==> config.mk <==
export PLATFORM = sky130hd
export DESIGN_NAME = rv_alu_seq
export DESIGN_NICKNAME = d
export VERILOG_FILES = /design/src/rtl/rv_alu_seq.sv
export SDC_FILE = /design/constraint.sdc
export NUM_CORES = 1
export LEC_CHECK = 0
export ABC_AREA = 0
export CORE_ASPECT_RATIO = 1.5
export CORE_MARGIN = 3
export CORE_UTILIZATION = 60
export DETAILED_ROUTE_END_ITERATION = 8
export PLACE_DENSITY = 0.95
export SLEW_MARGIN = 5
export SYNTH_ARGS = -nofsm -noshare
export SYNTH_HDL_FRONTEND = slang
export SYNTH_SLANG_ARGS = --single-unit
==> constraint.sdc <==
create_clock -name clk -period 5.85 [get_ports clk]
set_clock_uncertainty 0.2 [all_clocks]
set_input_delay 1.17 -clock clk [delete_from_list [all_inputs] [get_ports clk]]
set_output_delay 1.17 -clock clk [all_outputs]
set_load 0.02 [all_outputs]
==> src/rtl/rv_alu_seq.sv <==
// rv_alu_seq: handshaked RV32I-style ALU with an iterative shifter.
// Single-cycle ops finish one cycle after accept. Shifts step SHIFT_STEP
// bit positions per cycle. Define RV_ALU_MUL_EN to add an iterative
// shift-add MUL on op 10; without it, op 10 is reported as illegal.
module rv_alu_seq #(
   parameter int XLEN       = 32,
   parameter int SHIFT_STEP = 1,
   localparam int SHW       = $clog2(XLEN)
) (
   input  logic            clk,
   input  logic            rst,
   input  logic            in_valid,
   output logic            in_ready,
   input  logic [3:0]      op,
   input  logic [XLEN-1:0] a,
   input  logic [XLEN-1:0] b,
   input  logic [XLEN-1:0] imm,
   input  logic            b_sel,
   output logic            out_valid,
   input  logic            out_ready,
   output logic [XLEN-1:0] result,
   output logic            zero,
   output logic            err
);

   localparam logic [3:0] OP_ADD  = 4'd0;
   localparam logic [3:0] OP_SUB  = 4'd1;
   localparam logic [3:0] OP_AND  = 4'd2;
   localparam logic [3:0] OP_OR   = 4'd3;
   localparam logic [3:0] OP_XOR  = 4'd4;
   localparam logic [3:0] OP_SLT  = 4'd5;
   localparam logic [3:0] OP_SLTU = 4'd6;
   localparam logic [3:0] OP_SLL  = 4'd7;
   localparam logic [3:0] OP_SRL  = 4'd8;
   localparam logic [3:0] OP_SRA  = 4'd9;
`ifdef RV_ALU_MUL_EN
   localparam logic [3:0] OP_MUL  = 4'd10;
`endif

   // Shift counter is one bit wider so SHIFT_STEP == XLEN is representable.
   localparam logic [SHW:0] STEP_C = (SHW+1)'(SHIFT_STEP);

   typedef enum logic [1:0] {
      S_IDLE,
      S_SHIFT,
`ifdef RV_ALU_MUL_EN
      S_MUL,
`endif
      S_DONE
   } state_t;

   state_t          state_reg, state_next;
   logic [3:0]      op_reg;
   logic [XLEN-1:0] work_reg;
   logic [SHW:0]    cnt_reg;
   logic [XLEN-1:0] result_reg;
   logic            zero_reg;
   logic            err_reg;
`ifdef RV_ALU_MUL_EN
   logic [XLEN-1:0] acc_reg, mcand_reg, mplier_reg;
   logic [XLEN-1:0] acc_sum;
   logic            mul_last;
`endif

   logic [XLEN-1:0] opb;
   logic [SHW:0]    shamt_in;
   logic            is_shift;
   logic            illegal;
   logic [XLEN-1:0] single_res;
   logic [SHW:0]    step;
   logic [XLEN-1:0] shifted;
   logic            shift_last;
   logic            accept;
   logic            load_result;
   logic [XLEN-1:0] load_val;
   logic            load_err;

   // Operand selection and the single-cycle result computed from live inputs.
   always_comb begin
      opb        = b_sel ? imm : b;
      shamt_in   = {1'b0, opb[SHW-1:0]};
      is_shift   = (op == OP_SLL) || (op == OP_SRL) || (op == OP_SRA);
      illegal    = 1'b0;
      single_res = '0;
      case (op)
         OP_ADD:  single_res = a + opb;
         OP_SUB:  single_res = a - opb;
         OP_AND:  single_res = a & opb;
         OP_OR:   single_res = a | opb;
         OP_XOR:  single_res = a ^ opb;
         OP_SLT:  single_res = {{(XLEN-1){1'b0}}, ($signed(a) < $signed(opb))};
         OP_SLTU: single_res = {{(XLEN-1){1'b0}}, (a < opb)};
         // Only reached when shamt is zero: the result is a unchanged.
         OP_SLL, OP_SRL, OP_SRA: single_res = a;
`ifdef RV_ALU_MUL_EN
         // Only reached when the multiplier is zero.
         OP_MUL:  single_res = '0;
`endif
         default: illegal = 1'b1;
      endcase
   end

   // One shifter iteration: shift by min(SHIFT_STEP, remaining).
   always_comb begin
      step       = (cnt_reg < STEP_C) ? cnt_reg : STEP_C;
      shift_last = (cnt_reg <= STEP_C);
      case (op_reg)
         OP_SLL:  shifted = work_reg << step;
         OP_SRA:  shifted = $signed(work_reg) >>> step;
         default: shifted = work_reg >> step;
      endcase
   end

`ifdef RV_ALU_MUL_EN
   // One shift-add multiplier iteration; stop once no multiplier bits remain.
   always_comb begin
      acc_sum  = acc_reg + (mplier_reg[0] ? mcand_reg : '0);
      mul_last = ((mplier_reg >> 1) == '0);
   end
`endif

   // FSM state register.
   always_ff @(posedge clk or posedge rst) begin
      if (rst) state_reg <= S_IDLE;
      else     state_reg <= state_next;
   end

   // Next-state, handshake outputs and result-load strobe.
   always_comb begin
      state_next  = state_reg;
      in_ready    = 1'b0;
      out_valid   = 1'b0;
      accept      = 1'b0;
      load_result = 1'b0;
      load_val    = '0;
      load_err    = 1'b0;
      case (state_reg)
         S_IDLE: begin
            in_ready = 1'b1;
            if (in_valid) begin
               accept = 1'b1;
               if (is_shift && (shamt_in != '0)) begin
                  state_next = S_SHIFT;
`ifdef RV_ALU_MUL_EN
               end else if ((op == OP_MUL) && (opb != '0)) begin
                  state_next = S_MUL;
`endif
               end else begin
                  state_next  = S_DONE;
                  load_result = 1'b1;
                  load_val    = single_res;
                  load_err    = illegal;
               end
            end
         end
         S_SHIFT: begin
            if (shift_last) begin
               state_next  = S_DONE;
               load_result = 1'b1;
               load_val    = shifted;
            end
         end
`ifdef RV_ALU_MUL_EN
         S_MUL: begin
            if (mul_last) begin
               state_next  = S_DONE;
               load_result = 1'b1;
               load_val    = acc_sum;
            end
         end
`endif
         S_DONE: begin
            out_valid = 1'b1;
            if (out_ready) state_next = S_IDLE;
         end
         default: state_next = S_IDLE;
      endcase
   end

   // Datapath: latch operands at accept, iterate, and capture the result.
   always_ff @(posedge clk or posedge rst) begin
      if (rst) begin
         op_reg     <= '0;
         work_reg   <= '0;
         cnt_reg    <= '0;
         result_reg <= '0;
         zero_reg   <= 1'b1;
         err_reg    <= 1'b0;
`ifdef RV_ALU_MUL_EN
         acc_reg    <= '0;
         mcand_reg  <= '0;
         mplier_reg <= '0;
`endif
      end else begin
         if (accept) begin
            op_reg   <= op;
            work_reg <= a;
            cnt_reg  <= shamt_in;
`ifdef RV_ALU_MUL_EN
            acc_reg    <= '0;
            mcand_reg  <= a;
            mplier_reg <= opb;
`endif
         end
         if (state_reg == S_SHIFT) begin
            work_reg <= shifted;
            cnt_reg  <= cnt_reg - step;
         end
`ifdef RV_ALU_MUL_EN
         if (state_reg == S_MUL) begin
            acc_reg    <= acc_sum;
            mcand_reg  <= mcand_reg << 1;
            mplier_reg <= mplier_reg >> 1;
         end
`endif
         if (load_result) begin
            result_reg <= load_val;
            zero_reg   <= (load_val == '0);
            err_reg    <= load_err;
         end
      end
   end

   assign result = result_reg;
   assign zero   = zero_reg;
   assign err    = err_reg;

endmodule

# [Yosys cells after proc, flatten, opt, wreduce, memory -nomap -nowiden]
# Index checks and enable logic that the tools add are counted.
[classes] n_addsub=3 multipliers=0 div_mod_pow=0 n_lt_le_gt_ge=4 n_eq_ne=16 shift=3 mux=29 bitwise=3 n_reduce_logical=11
[ops] operator="case mux 32 bit (8 select lines)" n=1
[ops] operator="two-way mux 32 bit" n=6
[ops] operator="case mux 32 bit (2 select lines)" n=2
[ops] operator="less-than comparator 32 bit" n=2
[ops] operator="adder 32 bit" n=1
[ops] operator="bitwise AND 32 bit" n=1
[ops] operator="logical NOT 32 bit" n=1
[ops] operator="bitwise OR 32 bit" n=1
[ops] operator="<< shifter 32 x 6 -> 32 bit" n=1
[ops] operator=">> shifter 32 x 6 -> 32 bit" n=1
[ops] operator=">>> shifter 32 x 6 -> 32 bit" n=1
[ops] operator="subtractor 32 bit" n=1
[ops] operator="XOR 32 bit" n=1
[ops] operator="equality test 4 x 3 -> 1 bit, second input constant" n=5
[ops] operator="two-way mux 6 bit" n=3
[ops] operator="equality test 4 bit, second input constant" n=3
[ops] operator="two-way mux 1 bit" n=11
[ops] operator="OR reduction 10 bit" n=1
[ops] operator="equality test 4 x 2 -> 1 bit, second input constant" n=2
[ops] operator="two-way mux 2 bit" n=4
[ops] operator="<= comparator 6 x 1 -> 1 bit, second input constant" n=1
[ops] operator="less-than comparator 6 x 1 -> 1 bit, second input constant" n=1
[ops] operator="inequality test 2 bit, second input constant" n=3
[ops] operator="case mux 2 bit (3 select lines)" n=1
[ops] operator="13 further kinds" n=14
[word_totals] register_bits=78 latchBits=0 ramBits=0 romBits=0 inputBits=105 out_inout_bits=36 wordCells=76 memories=0

# [Longest topological paths before layout]
[logic_depth] ltp_word=8 depth_mapped=18 depth_no_buf=16

# [Worst setup path before layout]
# OpenSTA, ideal clock, no wires.
[synth_timing] path_kind="input port to flip-flop" startpoint="input b_sel" endpoint="register zero_reg (netlist: zero)" setup_time_ps=61 t_arrival_ps=5277 required_time_ps=5589 path_slack_ps=311 stages=16 path_buffers=3 cell_sequence="buf_6 > clkbuf_1 > buf_1 > mux2i_1 > ha_1 > nand2b_1 > or3_1 > a211o_1 > a311oi_1 > o2111ai_1 > o311a_1 > a21oi_1 > o21ai_0 > a211o_1 > nor4_1 > a22o_1"
[synth_via] elab_chain_len=7 word_cells_on_any_way=18 classes_between="2 x add/sub; 2 x order compare; 8 x mux; 3 x bitwise; 3 x reduce/logical"
[synth_lines] element="from (decl)" line="18" rtl="input logic b_sel,"
[synth_lines] element="two-way mux 32 bit (*)" line="80" rtl="opb = b_sel ? imm : b;"
[synth_lines] element="subtractor 32 bit, or another cell as far along" line="87" rtl="OP_SUB: single_res = a - opb;"
[synth_lines] element="case mux 32 bit (8 select lines) or logical AND 1 bit (tied branches)" line="85, 142"
[synth_lines] element="two-way mux 32 bit" line="142" rtl="if (is_shift && (shamt_in != '0)) begin"
[synth_lines] element="two-way mux 32 bit" line="140" rtl="if (in_valid) begin"
[synth_lines] element="case mux 32 bit (2 select lines)" line="137" rtl="case (state_reg)"
[synth_lines] element="logical NOT 32 bit" line="218" rtl="zero_reg <= (load_val == '0);"
[synth_lines] element="to (signal assigned)" line="218"
[synth_lines] element="to (decl)" line="57" rtl="logic zero_reg;"
# Mark *: on every way between the ends. The rest lies on a longest branch, timed or not.
# A chain may end at the register's enable or synchronous reset.

# [Worst setup path in the final report]
[layout_timing] startpoint="input imm[2]" endpoint="register zero_reg (netlist: zero)"
[layout_via] elab_chain_len=7 word_cells_on_any_way=18 classes_between="2 x add/sub; 2 x order compare; 8 x mux; 3 x bitwise; 3 x reduce/logical"
[layout_lines] element="from (decl)" line="17" rtl="input logic [XLEN-1:0] imm,"
[layout_lines] element="two-way mux 32 bit (*)" line="80"
[layout_lines] element="subtractor 32 bit, or another cell as far along" line="87"
[layout_lines] element="case mux 32 bit (8 select lines) or logical AND 1 bit (tied branches)" line="85, 142"
[layout_lines] element="two-way mux 32 bit" line="142"
[layout_lines] element="two-way mux 32 bit" line="140"
[layout_lines] element="case mux 32 bit (2 select lines)" line="137"
[layout_lines] element="logical NOT 32 bit" line="218"
# Marked as above.

==> metrics.md <==
| Metric | Value |
|---|---|
| Power Total | `3.74 mW` |
| Synth unique cells | `89` |
| Most common cell after layout, fill and taps aside | `clkdlybuf4s50_1` |
| Worst Hold Class | `flip-flop to flip-flop` |
| Yosys reg bits | `78` |
| Synthesized area | `10,400 um^2` |
| CP required | `5.93 ns` |
| TritonCTS clock tree | `built` |
| Most frequent cells in the layout | `139 x clkdlybuf4s50_1, 136 x nand2_1, 117 x ha_1` |
| Adder-cell area share of the yosys netlist | `14.4%` |
| Mapped Cells | `1,368` |
| Largest net degree at the start of global routing | `50` |
| Initial antenna violation count | `0` |
| Synth warn | `0` |
| GRT Util Overall | `48.2%` |
| Slowest stage delay, CP | `0.53 ns` |
| Die area | `19,000 um^2` |
| Crit-path cells | `clkdlybuf4s50_1 > mux2i_2 > ha_1 > buf_4 > nor2b_1 > o2111ai_1 > a21oi_2 > o41ai_1 > buf_4 > o41ai_1 > buf_4 > a221oi_1 > o311ai_0 > o211a_1 > or4_1 > nor4_1 > a22o_1` |
| Nets@finish | `1,757` |
| CP startpoint kind | `input pin` |
| Setup tns final | `0 ns` |
| Bufs on Longest Clock Path | `2` |
| Share of cells above drive strength 1 | `10.7%` |
| Synth Area in Compound Gates | `32.0%` |
| Residual DRC count | `18` |
| Met2 Use GR | `77.8%` |
| WL final | `47.2 mm` |
| Critical Path Sink Type | `flip-flop` |
| Final hold viol count | `0` |
| Cts-stage hold buffer count | `0` |
| Placed Cells | `1,732` |
| Avg Inst Size Synth | `7.63 um^2` |
| CTS H-tree lvls | `3` |
| First-pass DRT Iterations | `9` |
| Max Slew Vio Count | `0` |
| Port Buf Inserts | `140` |
| Antenna cells | `0` |
| Achievable Freq | `177 MHz` |
| Async set-reset flop share out of synthesis | `100%` |
| Largest family of logic cells by synthesized area | `compound AO/OA/AOI/OAI gates` |
| Wire per inst | `27.0 um` |
| Hold path cells | `1` |
| M1 GR Usage | `50.4%` |
| Post-synthesis sequential area ratio | `18.7%` |
| Final setup fails | `0` |
| Layer carrying the most global-route usage | `met2` |
| DIE HEIGHT | `168 um` |
| Crit Path Class | `input pin to flip-flop` |
| Hold_sp | `result[9]$_DFFE_PP0P_` |
| TritonCTS buffer count | `9` |
| Mux cell area share after synthesis | `6.86%` |
| First-pass GRT wire length | `71.0 mm` |
| Syn nets | `1,592` |
| Maximum vdd ir drop | `0.000430 V` |
| Critical path startpoint | `imm[2]` |
| EDFF count, synth | `0` |
| Die Width | `114 um` |
| Clock Pin Slew Worst Setup and Hold Paths | `0.06 ns` |
| Reg2reg path depth | `12` |
| CORE AREA | `16,900 um^2` |
| Initial core utilization | `61.7%` |
| Synth Flop Type | `dfrtp_1` |
| RSZ-0062 raised after global routing | `no` |
| Number of cell rows | `58` |
| Routed vias | `12.9k` |
| WP data arrival | `5.74 ns` |
| XOR/XNOR Fraction of Synth Area | `0.839%` |
| Vias per inst | `7.41` |
| Cell mode on critical path | `buf_4` |
| Vias in the first global route | `12.7k` |
| Least-Margin Pin Slew | `1.17 ns` |
| I/O pin count | `141` |
| CTS Sinks | `78` |
| Critical path's slowest cell | `or4_1` |
| Placer Congestion | `1.12` |
| Max_slew headroom | `20.3%` |
| LEAKAGE | `5.92 nW` |
| Area grow syn2layout | `23.1%` |
| Min Clock Period, post-route | `5.65 ns` |
| DP HPWL | `35.2 mm` |
| Final ANT Viol Nets | `0` |
| Fin crit share | `96.7%` |
| Fin cells | `1,748` |
| Max-Cap Viols | `0` |
| Failing checks | `DRC` |
| Clock latency on the worst-skew pair | `0.35 ns` |
| Global route overflow | `0` |
| Status | `finished, violations left` |
| Reg2reg start | `cnt_reg[1]$_DFFE_PP0P_` |
| P per Cell Area | `291 nW/um^2` |
| Clk root buf | `clkbuf_16` |
| Iter 0 DRT Violations | `2,355` |
| Critical path fanouts, max | `7` |
| Met3 Use GR | `14.2%` |
| Fraction of the mapped netlist area in simple logic gates | `19.8%` |
cell usage after synthesis (7+ instances only):
master / number / area [um^2]
o21a_1: 13 / 97.6
a21o_1: 18 / 135
nand3_1: 25 / 125
o221ai_1: 31 / 272
a221oi_1: 16 / 140
a211o_1: 12 / 105
nand3b_1: 9 / 67.6
nor3b_1: 7 / 52.6
ha_1: 117 / 1460
a22oi_1: 14 / 105
o21bai_1: 11 / 82.6
a2111oi_0: 8 / 70.1
mux2i_1: 58 / 581
nor3_1: 36 / 180
dfrtp_1: 77 / 1930
a221o_1: 16 / 160
mux2_2: 11 / 124
a31oi_1: 10 / 62.6
o311ai_0: 7 / 61.3
or3_1: 11 / 68.8
a211oi_1: 32 / 240
nand2_1: 136 / 510
nand2b_1: 16 / 100
inv_1: 106 / 398
a21oi_1: 98 / 490
o2111ai_1: 7 / 61.3
o21ai_0: 66 / 330
nor2_1: 101 / 379
nor2b_1: 15 / 93.8
clkbuf_1: 81 / 304
o211ai_1: 25 / 188
nor4_1: 11 / 68.8
o22ai_1: 22 / 138
or2_2: 7 / 43.8
or4_1: 7 / 52.6
nand4_1: 8 / 50.1
xnor2_1: 7 / 61.3
and3_1: 7 / 43.8
o31ai_1: 9 / 67.6
layer usage:
layer  vias up  wire (um)
li1       5435          -
met1      5899      14900
met3       442       5550
met4         0       5410
met5         -          0
met2      1171      21400
area by class of cell:
cell class / count / area, um^2
multi-input combinational: 1092 / 7760
fill: 1249 / 4070
timing repair buffer: 245 / 2180
sequential: 78 / 1950
inverter: 107 / 402
tap: 210 / 263
clock buffer: 11 / 243
clock inverter: 5 / 35.0
timing repair:
item                       CTS  global route
setup endpoints to repair    0             1
gates resized for setup      0             3
buffers inserted             0             0
worst paths after layout:
path	end	slack [ns]
setup / recovery	zero$_DFFE_PP1P_	0.20
hold / removal	result[9]$_DFFE_PP0P_	0.28
setup reg to reg	zero$_DFFE_PP1P_	1.28
hold reg to reg	result[9]$_DFFE_PP0P_	0.28
max in group asynchronous	result[26]$_DFFE_PP0P_	3.22
min in group asynchronous	state_reg[1]$_DFFE_PP0P_	1.19
metrics by stage:
step / cell area [um^2] / setup WS [ns] / utilization, % / hold WS (ns)
2_1_floorplan: 10400 / 0.311 / - / 0.269
3_3_place_gp: 12600 / -0.100 / 74.2 / 0.260
3_5_place_dp: 12600 / -0.135 / 74.2 / 0.265
4_1_cts: 12800 / 0.198 / 75.9 / 0.279
5_1_grt: 12800 / 0.0496 / 76.0 / 0.299
6_report: 12800 / 0.196 / 76.0 / 0.279
cells by family after synthesis:
logic type	Yosys count
AO/OA/AOI/OAI	471
AND/OR/NAND/NOR	422
buffers and inverters	198
adder cells (fa/ha/maj)	119
flip-flops	78
multiplexers	70
XOR/XNOR	10
critical path: cells and delay by family:
family | cells | cell delay [ns]
AO/OA/AOI/OAI | 8 | 1.98
buffers and inverters | 4 | 0.98
multiplexers | 1 | 0.39
AND/OR/NAND/NOR | 3 | 0.87
adder cells (fa/ha/maj) | 1 | 0.34
power by group:
group,total (mW),leakage [nW],switching [mW],internal [mW]
clock network,0.536,0.135,0.237,0.299
logic,2.17,4.80,1.32,0.857
registers,1.03,0.981,0.249,0.779
Note: power is estimated with default switching activity, not from simulation.
